## config.mk

```make
export PLATFORM = sky130hd
export DESIGN_NAME = sync_gen_ctrl
export DESIGN_NICKNAME = d
export VERILOG_FILES = /design/src/rtl/sync_gen_ctrl.sv
export SDC_FILE = /design/constraint.sdc
export NUM_CORES = 1
export LEC_CHECK = 0
export CAP_MARGIN = 15
export CORE_MARGIN = 1
export CORE_UTILIZATION = 58
export CTS_CLUSTER_SIZE = 14
export DETAILED_ROUTE_END_ITERATION = 8
export GPL_TIMING_DRIVEN = 0
export PLACE_DENSITY = 0.86
export SLEW_MARGIN = 20
export SYNTH_ARGS = -nofsm -noshare
export SYNTH_HDL_FRONTEND = slang
export SYNTH_SLANG_ARGS = --single-unit
```

## constraint.sdc

```tcl
create_clock -name user_clk -period 7.5 [get_ports user_clk]
set_input_delay 1.5 -clock user_clk [delete_from_list [all_inputs] [get_ports user_clk]]
set_output_delay 1.5 -clock user_clk [all_outputs]
set_load 0.02 [all_outputs]
```

## src/rtl/sync_gen_ctrl.sv

```systemverilog
// sync_gen_ctrl: turns the software control word into datapath sync pulses.
// It supports one-shot or periodic operation, started by a software arm or by an
// external trigger, and reports armed/running state and a wrapping pulse count.
module sync_gen_ctrl #(
  parameter int unsigned PERIOD_W = 32,
  parameter int unsigned CNT_W    = 32
) (
  input  logic                user_clk,
  input  logic                user_rst_n,
  input  logic [31:0]         ctrl_word,
  input  logic [PERIOD_W-1:0] period,
  input  logic                ext_trig,
  output logic                sync_out,
  output logic                armed,
  output logic                running,
  output logic [CNT_W-1:0]    sync_count
);

  typedef enum logic [1:0] {StIdle, StArmed, StPulse, StGap} state_e;

  // Only arm/continuous/ext/abort and the pulse length are meaningful.
  logic [3:0]          ctrl_q;
  logic [7:0]          len_ctrl_q;
  logic                arm_prev_q;
  logic                ext_meta_q, ext_sync_q, ext_prev_q;
  logic                unused_ctrl;

  state_e              state_q;
  logic [7:0]          len_q;
  logic [PERIOD_W-1:0] per_q;
  logic [PERIOD_W-1:0] cnt_q;
  logic                sync_out_q, armed_q, running_q;
  logic [CNT_W-1:0]    sync_count_q;

  logic                arm_edge, ext_rise, go_pulse;
  logic [7:0]          eff_len;
  logic [PERIOD_W-1:0] min_per, eff_per;

  assign unused_ctrl = ^{ctrl_word[31:16], ctrl_word[7:4]};

  // Register the control word and synchronise the external trigger.
  // Arm bits reset high so an arm held through reset release does not fire.
  always_ff @(posedge user_clk or negedge user_rst_n) begin
    if (!user_rst_n) begin
      ctrl_q     <= 4'b0001;
      len_ctrl_q <= 8'd0;
      arm_prev_q <= 1'b1;
      ext_meta_q <= 1'b0;
      ext_sync_q <= 1'b0;
      ext_prev_q <= 1'b0;
    end else begin
      ctrl_q     <= ctrl_word[3:0];
      len_ctrl_q <= ctrl_word[15:8];
      arm_prev_q <= ctrl_q[0];
      ext_meta_q <= ext_trig;
      ext_sync_q <= ext_meta_q;
      ext_prev_q <= ext_sync_q;
    end
  end

  // Edge detects, effective length/period and the pulse-start condition.
  always_comb begin
    arm_edge = ctrl_q[0] & ~arm_prev_q;
    ext_rise = ext_sync_q & ~ext_prev_q;
    eff_len  = (len_ctrl_q == 8'd0) ? 8'd1 : len_ctrl_q;
    min_per  = PERIOD_W'(eff_len) + PERIOD_W'(1);
    eff_per  = (period > min_per) ? period : min_per;
    go_pulse = 1'b0;
    unique case (state_q)
      StIdle:  go_pulse = arm_edge & ~ctrl_q[2];
      StArmed: go_pulse = ext_rise;
      StPulse: go_pulse = 1'b0;
      StGap:   go_pulse = (cnt_q == per_q);
    endcase
  end

  // Sequencer; cnt_q counts cycles since the current pulse's rising edge (1 at entry).
  always_ff @(posedge user_clk or negedge user_rst_n) begin
    if (!user_rst_n) begin
      state_q      <= StIdle;
      len_q        <= 8'd1;
      per_q        <= '0;
      cnt_q        <= '0;
      sync_out_q   <= 1'b0;
      armed_q      <= 1'b0;
      running_q    <= 1'b0;
      sync_count_q <= '0;
    end else if (ctrl_q[3]) begin
      state_q    <= StIdle;
      sync_out_q <= 1'b0;
      armed_q    <= 1'b0;
      running_q  <= 1'b0;
    end else if (go_pulse) begin
      state_q      <= StPulse;
      len_q        <= eff_len;
      per_q        <= eff_per;
      cnt_q        <= PERIOD_W'(1);
      sync_out_q   <= 1'b1;
      armed_q      <= 1'b0;
      running_q    <= 1'b1;
      sync_count_q <= sync_count_q + CNT_W'(1);
    end else begin
      unique case (state_q)
        StIdle: begin
          if (arm_edge && ctrl_q[2]) begin
            state_q <= StArmed;
            armed_q <= 1'b1;
          end
        end
        StArmed: ;
        StPulse: begin
          cnt_q <= cnt_q + PERIOD_W'(1);
          if (cnt_q == PERIOD_W'(len_q)) begin
            sync_out_q <= 1'b0;
            if (ctrl_q[1]) begin
              state_q <= StGap;
            end else begin
              state_q   <= StIdle;
              running_q <= 1'b0;
            end
          end
        end
        StGap: cnt_q <= cnt_q + PERIOD_W'(1);
      endcase
    end
  end

  assign sync_out   = sync_out_q;
  assign armed      = armed_q;
  assign running    = running_q;
  assign sync_count = sync_count_q;

endmodule

```

==> flow_summary.json <==
{
  "status": "finished, final reports clean",
  "cts.repair.resized": 0,
  "cap_viol_max_count": 0,
  "critical_path.max_fanout": 4,
  "swShare_pct": 31.1,
  "wl_mm": 15.6,
  "cellPowerDensity_nw_per_um2": 297,
  "hp-class": "register to register",
  "die_width_um": 105,
  "netlist_top_cells_area": "dfrtp_1 (49%), xnor2_1 (7.6%), xor2_1 (7.1%)",
  "stdcell_count": 823,
  "hold_buffers": 0,
  "fmax_mhz": 279,
  "gp_congestion": 0.902,
  "fin_area_um2": 7830,
  "place_ws_ns": 3.39,
  "cts_tree": "built",
  "hold_end": "ext_sync_q",
  "period_share_pct": 47.8,
  "antenna_found_initial": 0,
  "drive_above_1_share_pct": 13.1,
  "worstReg2RegStart": "len_ctrl_q[6]",
  "ioPinCount": 102,
  "pwr-share-clk_pct": 36.4,
  "utilization_pct": 75.5,
  "fin_setup_tns_ns": 0,
  "slew_headroom_pct": 57.6,
  "rr_worst_depth": 12,
  "start_util_pct": 59.9,
  "place_area_um2": 7220,
  "p_seq_share_pct": 40.5,
  "fin_ws_ns": 3.92,
  "final_antenna_net_count": 0,
  "clock_latency_ns": 0.53,
  "n_antenna_cell": 0,
  "avgRoutedWirePerCell_um": 19.0,
  "ys_ff_latch": 125,
  "fin_skew_ns": 0.00866,
  "switching_power_mw": 0.722,
  "synth_most_common_cell": "dfrtp_1",
  "firstDrtPassIters": 5,
  "synth_nets": 651,
  "grt_max_degree": 78,
  "clkTransAtPathRegs_ns": 0.06,
  "std_cell_rows": 37,
  "rsz0062_at_grt": "no",
  "yosysSeqAreaShare_pct": 50.5,
  "die_area_um2": 11100,
  "dp_hpwl_mm": 11.0,
  "peakVddDrop_mv": 0.213,
  "post-place-cells": 791,
  "endpoint_kind": "register",
  "p_int_mw": 1.60,
  "p_comb_share_pct": 23.0,
  "place.port_buffers": 81,
  "core-area_um2": 10400,
  "worst_ep_required_time_ns": 7.91,
  "syn_to_final_growth_pct": 26.1,
  "holdWs_ns": 0.352,
  "synth_top_area_share_pct": 49.2,
  "synthArstFlopShare_pct": 100,
  "reg2reg_to": "per_q[8]",
  "yosysWarnings": 0,
  "min_period_ns": 3.58,
  "vias_per_cell": 5.95,
  "grt_first_pass_wirelength_mm": 25.8,
  "numCtsBuffers": 17,
  "clock-sinks": 125,
  "synth_edf_count": 0,
  "setup_viol": 0,
  "reg2reg_slack_ns": 4.14,
  "post-synth-top-area-cell": "dfrtp_1",
  "min_path_cells": 0,
  "clockBufferDepth": 2,
  "grt_pass1_vias": 5161,
  "htreeDepth": 4,
  "final_max_slew_viol_count": 0,
  "total_power_mw": 2.32,
  "cts-root-buf": "clkbuf_8",
  "hp-start": "ext_meta_q",
  "cts_setup_buffers": 0,
  "vias": 4894,
  "nets": 752,
  "power.leakage_nw": 3.43,
  "drc": 0,
  "path_class": "input port to register",
  "worstMarginPinSlew_ns": 0.628,
  "syn-cell-area_um2": 6210,
  "grt.overflow.total": 0,
  "track_usage_pct": 30.6,
  "synthDistinctLibCells": 48,
  "startpoint_type": "input port",
  "syn_area_per_cell_um2": 10.8,
  "drt-initial-drc-count": 285,
  "post_synth_most_frequent_cells": "dfrtp_1 (122), xnor2_1 (54), xor2_1 (50), nor2_1 (44), nand4_1 (33)",
  "syn_inst": 573,
  "hold_viol": 0,
  "synthFlopType": "dfrtp_1",
  "die_h_um": 105,
  "cp.arrival_ns": 3.99
}
layout by cell type, fill, tap and decap left out, drive strengths merged, types with 4 or more instances in the layout:
cell type,count
a31o,4
nor3,7
o2bb2ai,6
nand2,29
xor2,50
a21oi,17
clkbuf,32
dfrtp,122
nand4,33
and2,5
inv,20
nor2b,9
mux2,30
and4,7
and3,22
o21ai,8
clkdlybuf4s50,80
nand3,28
buf,16
nor4,20
xnor2,54
ha,11
nor2,44
per-layer routing:
metal | routed length, um | part of all wire (%) | track usage, %
met3 | 939 | 6.0 | 7.05
met4 | 702 | 4.5 | 16.9
met1 | 6130 | 39 | 36.5
met2 | 7840 | 50 | 51.3
met5 | 0 | 0 | 0
kinds of logic (layout without fill, tap and decap cells):
group                    count (synthesis)  in the layout  share of synthesized area [%]
multiplexers                            32             32                           5.76
flip-flops                             125            125                           50.5
AND/OR/NAND/NOR                        211            211                           18.4
XOR/XNOR                               104            104                           14.7
adder cells (fa/ha/maj)                 11             11                           2.22
buffers and inverters                   42            156                           3.25
AO/OA/AOI/OAI                           48             48                           5.20
power groups by stage:
stage                     logic [mW]  registers (mW)  clock network [mW]
after CTS                      0.533           0.939               0.854
after floorplan                0.338           0.925                   0
final                          0.535           0.941               0.846
after detailed placement       0.523           0.947                   0
after global placement         0.497           0.939                   0
after global routing           0.579           0.955               0.886
critical path, cell delays in order:
cell             delay (ns)
clkdlybuf4s50_1        0.44
ha_1                   0.33
nor2b_1                0.14
o211ai_1               0.15
a21oi_1                0.09
o41ai_1                0.59
nand2_1                0.28
mux2i_1                0.19
mux2_2                 0.27
worst max path at each step:
stage / from / end / slack [ns] / depth (start not counted)
after global placement: user_rst_n / running / 0.28 / 1
after global routing: period[1] / per_q[6] / 3.75 / 10
after detailed placement: period[1] / per_q[8] / 3.39 / 9
final: period[1] / per_q[8] / 3.92 / 9
after CTS: period[1] / per_q[8] / 3.98 / 9
after floorplan: period[1] / per_q[8] / 4.15 / 8
sequential cells by signal, summed over array words and instances, names as in the netlist:
| name | flops |
|---|---|
| cnt_q | 32 |
| per_q | 32 |
| sync_count | 32 |
| len_ctrl_q | 8 |
| len_q | 8 |
| ctrl_q | 4 |
| state_q | 2 |
| arm_prev_q | 1 |
| armed | 1 |
| ext_meta_q | 1 |
| ext_prev_q | 1 |
| ext_sync_q | 1 |
| running | 1 |
| sync_out | 1 |
layout make-up:
cell class	count	area (um2)
repair buffers	82	840
flip-flops and latches	125	3130
fillers	671	2540
plain buffers	28	149
clock buffers	18	428
multi-input cells	406	2870
clock inverters	14	183
inverters	14	52.6
well taps	136	170
Power figures use the tool's default switching activity.
